## src/rtl/key_debounce_events.sv

```systemverilog
// Push-button conditioner: 2-flop synchroniser, 4-state debounce FSM,
// registered press/release strobes and an 8-bit wrapping press counter.
module key_debounce_events #(
  parameter int unsigned DEBOUNCE_CYCLES = 500000,
  localparam int unsigned CNT_W = $clog2(DEBOUNCE_CYCLES + 1)
) (
  input  logic       EXTCLK,
  input  logic       RST_n,
  input  logic       key_n_raw,
  output logic       key_pressed,
  output logic       press_pulse,
  output logic       release_pulse,
  output logic [7:0] press_count
);

  typedef enum logic [1:0] {
    StReleased,
    StPressPending,
    StPressed,
    StReleasePending
  } state_e;

  localparam logic [CNT_W-1:0] CntLast = CNT_W'(DEBOUNCE_CYCLES - 1);

  state_e           state_q, state_d;
  logic [CNT_W-1:0] cnt_q, cnt_d;
  logic [1:0]       sync_q;
  logic             press_pulse_q, press_pulse_d;
  logic             release_pulse_q, release_pulse_d;
  logic [7:0]       count_q, count_d;
  logic             key_s;

  // Synchroniser idles high so a released key is seen during and right after reset.
  always_ff @(posedge EXTCLK or negedge RST_n) begin
    if (!RST_n) begin
      sync_q <= 2'b11;
    end else begin
      sync_q <= {sync_q[0], key_n_raw};
    end
  end

  assign key_s = ~sync_q[1];

  always_comb begin
    state_d         = state_q;
    cnt_d           = cnt_q;
    press_pulse_d   = 1'b0;
    release_pulse_d = 1'b0;
    count_d         = count_q;
    unique case (state_q)
      StReleased: begin
        if (key_s) begin
          state_d = StPressPending;
          cnt_d   = CNT_W'(1);
        end else begin
          cnt_d = '0;
        end
      end
      StPressPending: begin
        if (!key_s) begin
          state_d = StReleased;
          cnt_d   = '0;
        end else if (cnt_q == CntLast) begin
          state_d       = StPressed;
          cnt_d         = '0;
          press_pulse_d = 1'b1;
          count_d       = count_q + 8'd1;
        end else begin
          cnt_d = cnt_q + 1'b1;
        end
      end
      StPressed: begin
        if (!key_s) begin
          state_d = StReleasePending;
          cnt_d   = CNT_W'(1);
        end else begin
          cnt_d = '0;
        end
      end
      StReleasePending: begin
        if (key_s) begin
          state_d = StPressed;
          cnt_d   = '0;
        end else if (cnt_q == CntLast) begin
          state_d         = StReleased;
          cnt_d           = '0;
          release_pulse_d = 1'b1;
        end else begin
          cnt_d = cnt_q + 1'b1;
        end
      end
      default: begin
        state_d = StReleased;
        cnt_d   = '0;
      end
    endcase
  end

  always_ff @(posedge EXTCLK or negedge RST_n) begin
    if (!RST_n) begin
      state_q         <= StReleased;
      cnt_q           <= '0;
      press_pulse_q   <= 1'b0;
      release_pulse_q <= 1'b0;
      count_q         <= 8'd0;
    end else begin
      state_q         <= state_d;
      cnt_q           <= cnt_d;
      press_pulse_q   <= press_pulse_d;
      release_pulse_q <= release_pulse_d;
      count_q         <= count_d;
    end
  end

  assign key_pressed   = (state_q == StPressed) || (state_q == StReleasePending);
  assign press_pulse   = press_pulse_q;
  assign release_pulse = release_pulse_q;
  assign press_count   = count_q;

endmodule

```

## config.mk

```make
export PLATFORM = sky130hd
export DESIGN_NAME = key_debounce_events
export DESIGN_NICKNAME = d
export VERILOG_FILES = /design/src/rtl/key_debounce_events.sv
export SDC_FILE = /design/constraint.sdc
export NUM_CORES = 1
export LEC_CHECK = 0
export BUFFER_PORTS_ARGS = -buffer_cell sky130_fd_sc_hd__buf_2
export CAP_MARGIN = 20
export CORE_AREA = 2 2 57 59
export DETAILED_ROUTE_END_ITERATION = 12
export DIE_AREA = 0 0 59 61
export PLACE_DENSITY = 0.71
export REMOVE_ABC_BUFFERS = 1
export SYNTH_ARGS = -nofsm -noshare
export SYNTH_HDL_FRONTEND = slang
export SYNTH_SLANG_ARGS = --single-unit
```

## constraint.sdc

```tcl
create_clock -name EXTCLK -period 2.5 [get_ports EXTCLK]
set_input_delay 0 -clock EXTCLK [delete_from_list [all_inputs] [get_ports EXTCLK]]
set_output_delay 0 -clock EXTCLK [all_outputs]
set_load 0.02 [all_outputs]
```

==> impl_metrics.tcl <==
set metrics [dict create \
    vdd_drop_max_v 0.000381 \
    critical_path.max_stage_delay_ns 0.40 \
    ys.flop_type "dfrtp_1" \
    cp_slowest_cell "nor3_4" \
    critPathKind "flip-flop to flip-flop" \
    core_mm2 0.00295 \
    reg2reg_slack_ns 0.61 \
    synth_area_mm2 0.00155 \
    postRouteWirelength_um 2500 \
    clk_pin_slew_worst_paths_ns 0.10 \
    cp_top_family "simple AND/OR/NAND/NOR gates" \
    finalHoldViolCount 0 \
    grt_pass1_vias 952 \
    synth_largest_area_cell "dfrtp_1" \
    cts-htree-levels 2 \
    async_reset_ff_frac 1.00 \
    clock.fmax_mhz 529 \
    gp_congestion 0.731 \
    tightest_slew_ns 0.708 \
    area_growth_pct 12.8 \
    maxSlewViolCount 0 \
    setup_viol_count_final 0 \
    leakage_nw 0.815 \
    min_period_over_period 0.756 \
    n_fill_cell 270 \
    multi_input_area_um2 701 \
    synth.area.top_cells "dfrtp_1, xor2_1, xnor2_1" \
    status "complete, no violations" \
    design_power_total_mw 0.983 \
    critPathLaunchType "flip-flop" \
    place_inst 182 \
    cp_max_fo 9 \
    grt_use_total 0.165 \
    num_io_pins 14 \
    clock-sinks 33 \
    period_minus_slack_ns 1.89 \
    stdcell_count 192 \
    rows 20 \
    r2r_start "cnt_q[0]" \
    ys_seq_area_frac 0.535 \
    rsz0062_at_grt "false" \
    grt_pass1_wl_um 4340 \
    cts_buffers 5 \
    vias 1053 \
    crit_required_ns 2.72 \
    postSynthCellCount 139 \
    cap_violations 0 \
    gr-total-overflow 0 \
    vias_per_cell 5.48 \
    critPathArrivalTime_ns 2.11 \
    post-cts-setup-buffers 0 \
    fin_setup_tns_ns 0 \
    synth_most_common_cell "dfrtp_1" \
    finalNetCount 163 \
    route.detailed.drc 0 \
    drive_above_1_share 0.182 \
    ys_seq_elements 33 \
    dieArea_mm2 0.00360 \
    antenna_found_initial 0 \
    routedWlPerCell_um 13.0 \
    grt_max_degree 34 \
    hp-class "primary input to async pin" \
    io_buffers 13 \
    path_cells "ha_1, and4_2, nand3_2, nor3_4, mux2_1" \
    skew_ns 0.00910 \
    maxSlewHeadroom 0.528 \
    initial_core_util 0.525 \
    ff_latch_area_um2 828 \
    antennaDiodeCount 0 \
    chipHeight_um 61 \
    cts_tree "built" \
    r2r_end "press_count[1]" \
    drtPass1Iterations 5 \
    cts_root_buf "clkbuf_4" \
    drtIter0Drc 36 \
    die_x_um 59 \
    clk_path_buf_depth 2 \
    powerDensity_mw_per_mm2 562 \
    synth_enable_flop_cells 0 \
    ctsResizeCount 0 \
    crit_path_end_kind "flip-flop" \
    yosys-top-cells-count "dfrtp_1, nor2_1, xor2_1" \
    synth_top_area_share 0.501 \
    dpl.hpwl_um 1800 \
    path_buf_inv 0 \
    ctsHoldBuffers 2 \
    r2r_cells 5 \
    antenna_left 0 \
    syn_area_per_cell_um2 11.1 \
    yosysWarnings 0 \
    synth.distinct_cells 27 \
    insertion_delay_ns 0.33 \
]
cell type report:
class | count | share of cell area
clock inverter | 1 | 0.0172
timing repair buffer | 15 | 0.0487
clock buffer | 7 | 0.0315
tap | 33 | 0.0236
multi-input combinational | 101 | 0.401
sequential | 33 | 0.474
inverter | 2 | 0.00429
where the power goes:
part	switching (mW)	leakage (nW)	total, mW	internal, mW
sequential	0.00447	0.450	0.544	0.539
combinational	0.0185	0.319	0.0264	0.00796
clock	0.174	0.0455	0.413	0.239
routing by layer:
| metal | GRT usage | up-vias | share of wire |
|---|---|---|---|
| met5 | 0 | - | 0 |
| met4 | 0.0682 | 0 | 0.014 |
| met3 | 0.0576 | 4 | 0.034 |
| met2 | 0.257 | 14 | 0.47 |
| met1 | 0.210 | 513 | 0.48 |
| li1 | - | 522 | - |
state kept, by name, summed over array words and instances (netlist names), named ones only:
signal and cells:
cnt_q 19, press_count 8, sync_q 2, press_pulse 1, release_pulse 1, state_q 1
placed cells by master, fill, tap and decap left out, drive strengths merged, types with 2 or more instances in the layout:
master / instances
dfrtp: 31
inv: 2
nor2: 22
xnor2: 10
and2: 3
nand2: 11
nand3: 8
and4: 6
dfstp: 2
and3: 4
ha: 2
nor3: 2
nand4: 10
buf: 13
xor2: 15
dlygate4sd3: 2
nor4b: 3
clkbuf: 7
how the worst max path moves through the flow:
stage,startpoint,endpoint,slack [ns],cells after the start
global placement,cnt_q[0],press_count[1],0.70,5
detailed placement,cnt_q[0],press_count[1],0.63,5
CTS,cnt_q[0],press_count[1],0.61,5
floorplan,cnt_q[0],press_count[1],0.78,5
global route,cnt_q[0],press_count[1],0.50,5
finish,cnt_q[0],press_count[1],0.61,5
kinds of logic (layout without fill, tap and decap cells):
group | count (synthesis) | count (layout) | share of synthesized area
and+or+nand+nor | 71 | 71 | 0.278
DFF | 33 | 33 | 0.535
xor gates and xnor gates | 25 | 25 | 0.141
buffers and inverters | 5 | 25 | 0.0129
adders and majority gates | 2 | 2 | 0.0162
muxes | 2 | 2 | 0.0137
AOI/OAI and AO/OA | 1 | 1 | 0.00323
per-stage QoR:
stage           util  hold WS (ns)  worst slack [ns]  area, um^2
2_1_floorplan      -        -0.296             0.781        1540
5_1_grt        0.592         0.291             0.498        1750
6_report       0.592         0.250             0.610        1750
3_5_place_dp   0.556        0.0972             0.631        1640
4_1_cts        0.592         0.263             0.610        1750
3_3_place_gp   0.556        0.0885             0.701        1640
Power figures use the tool's default switching activity.
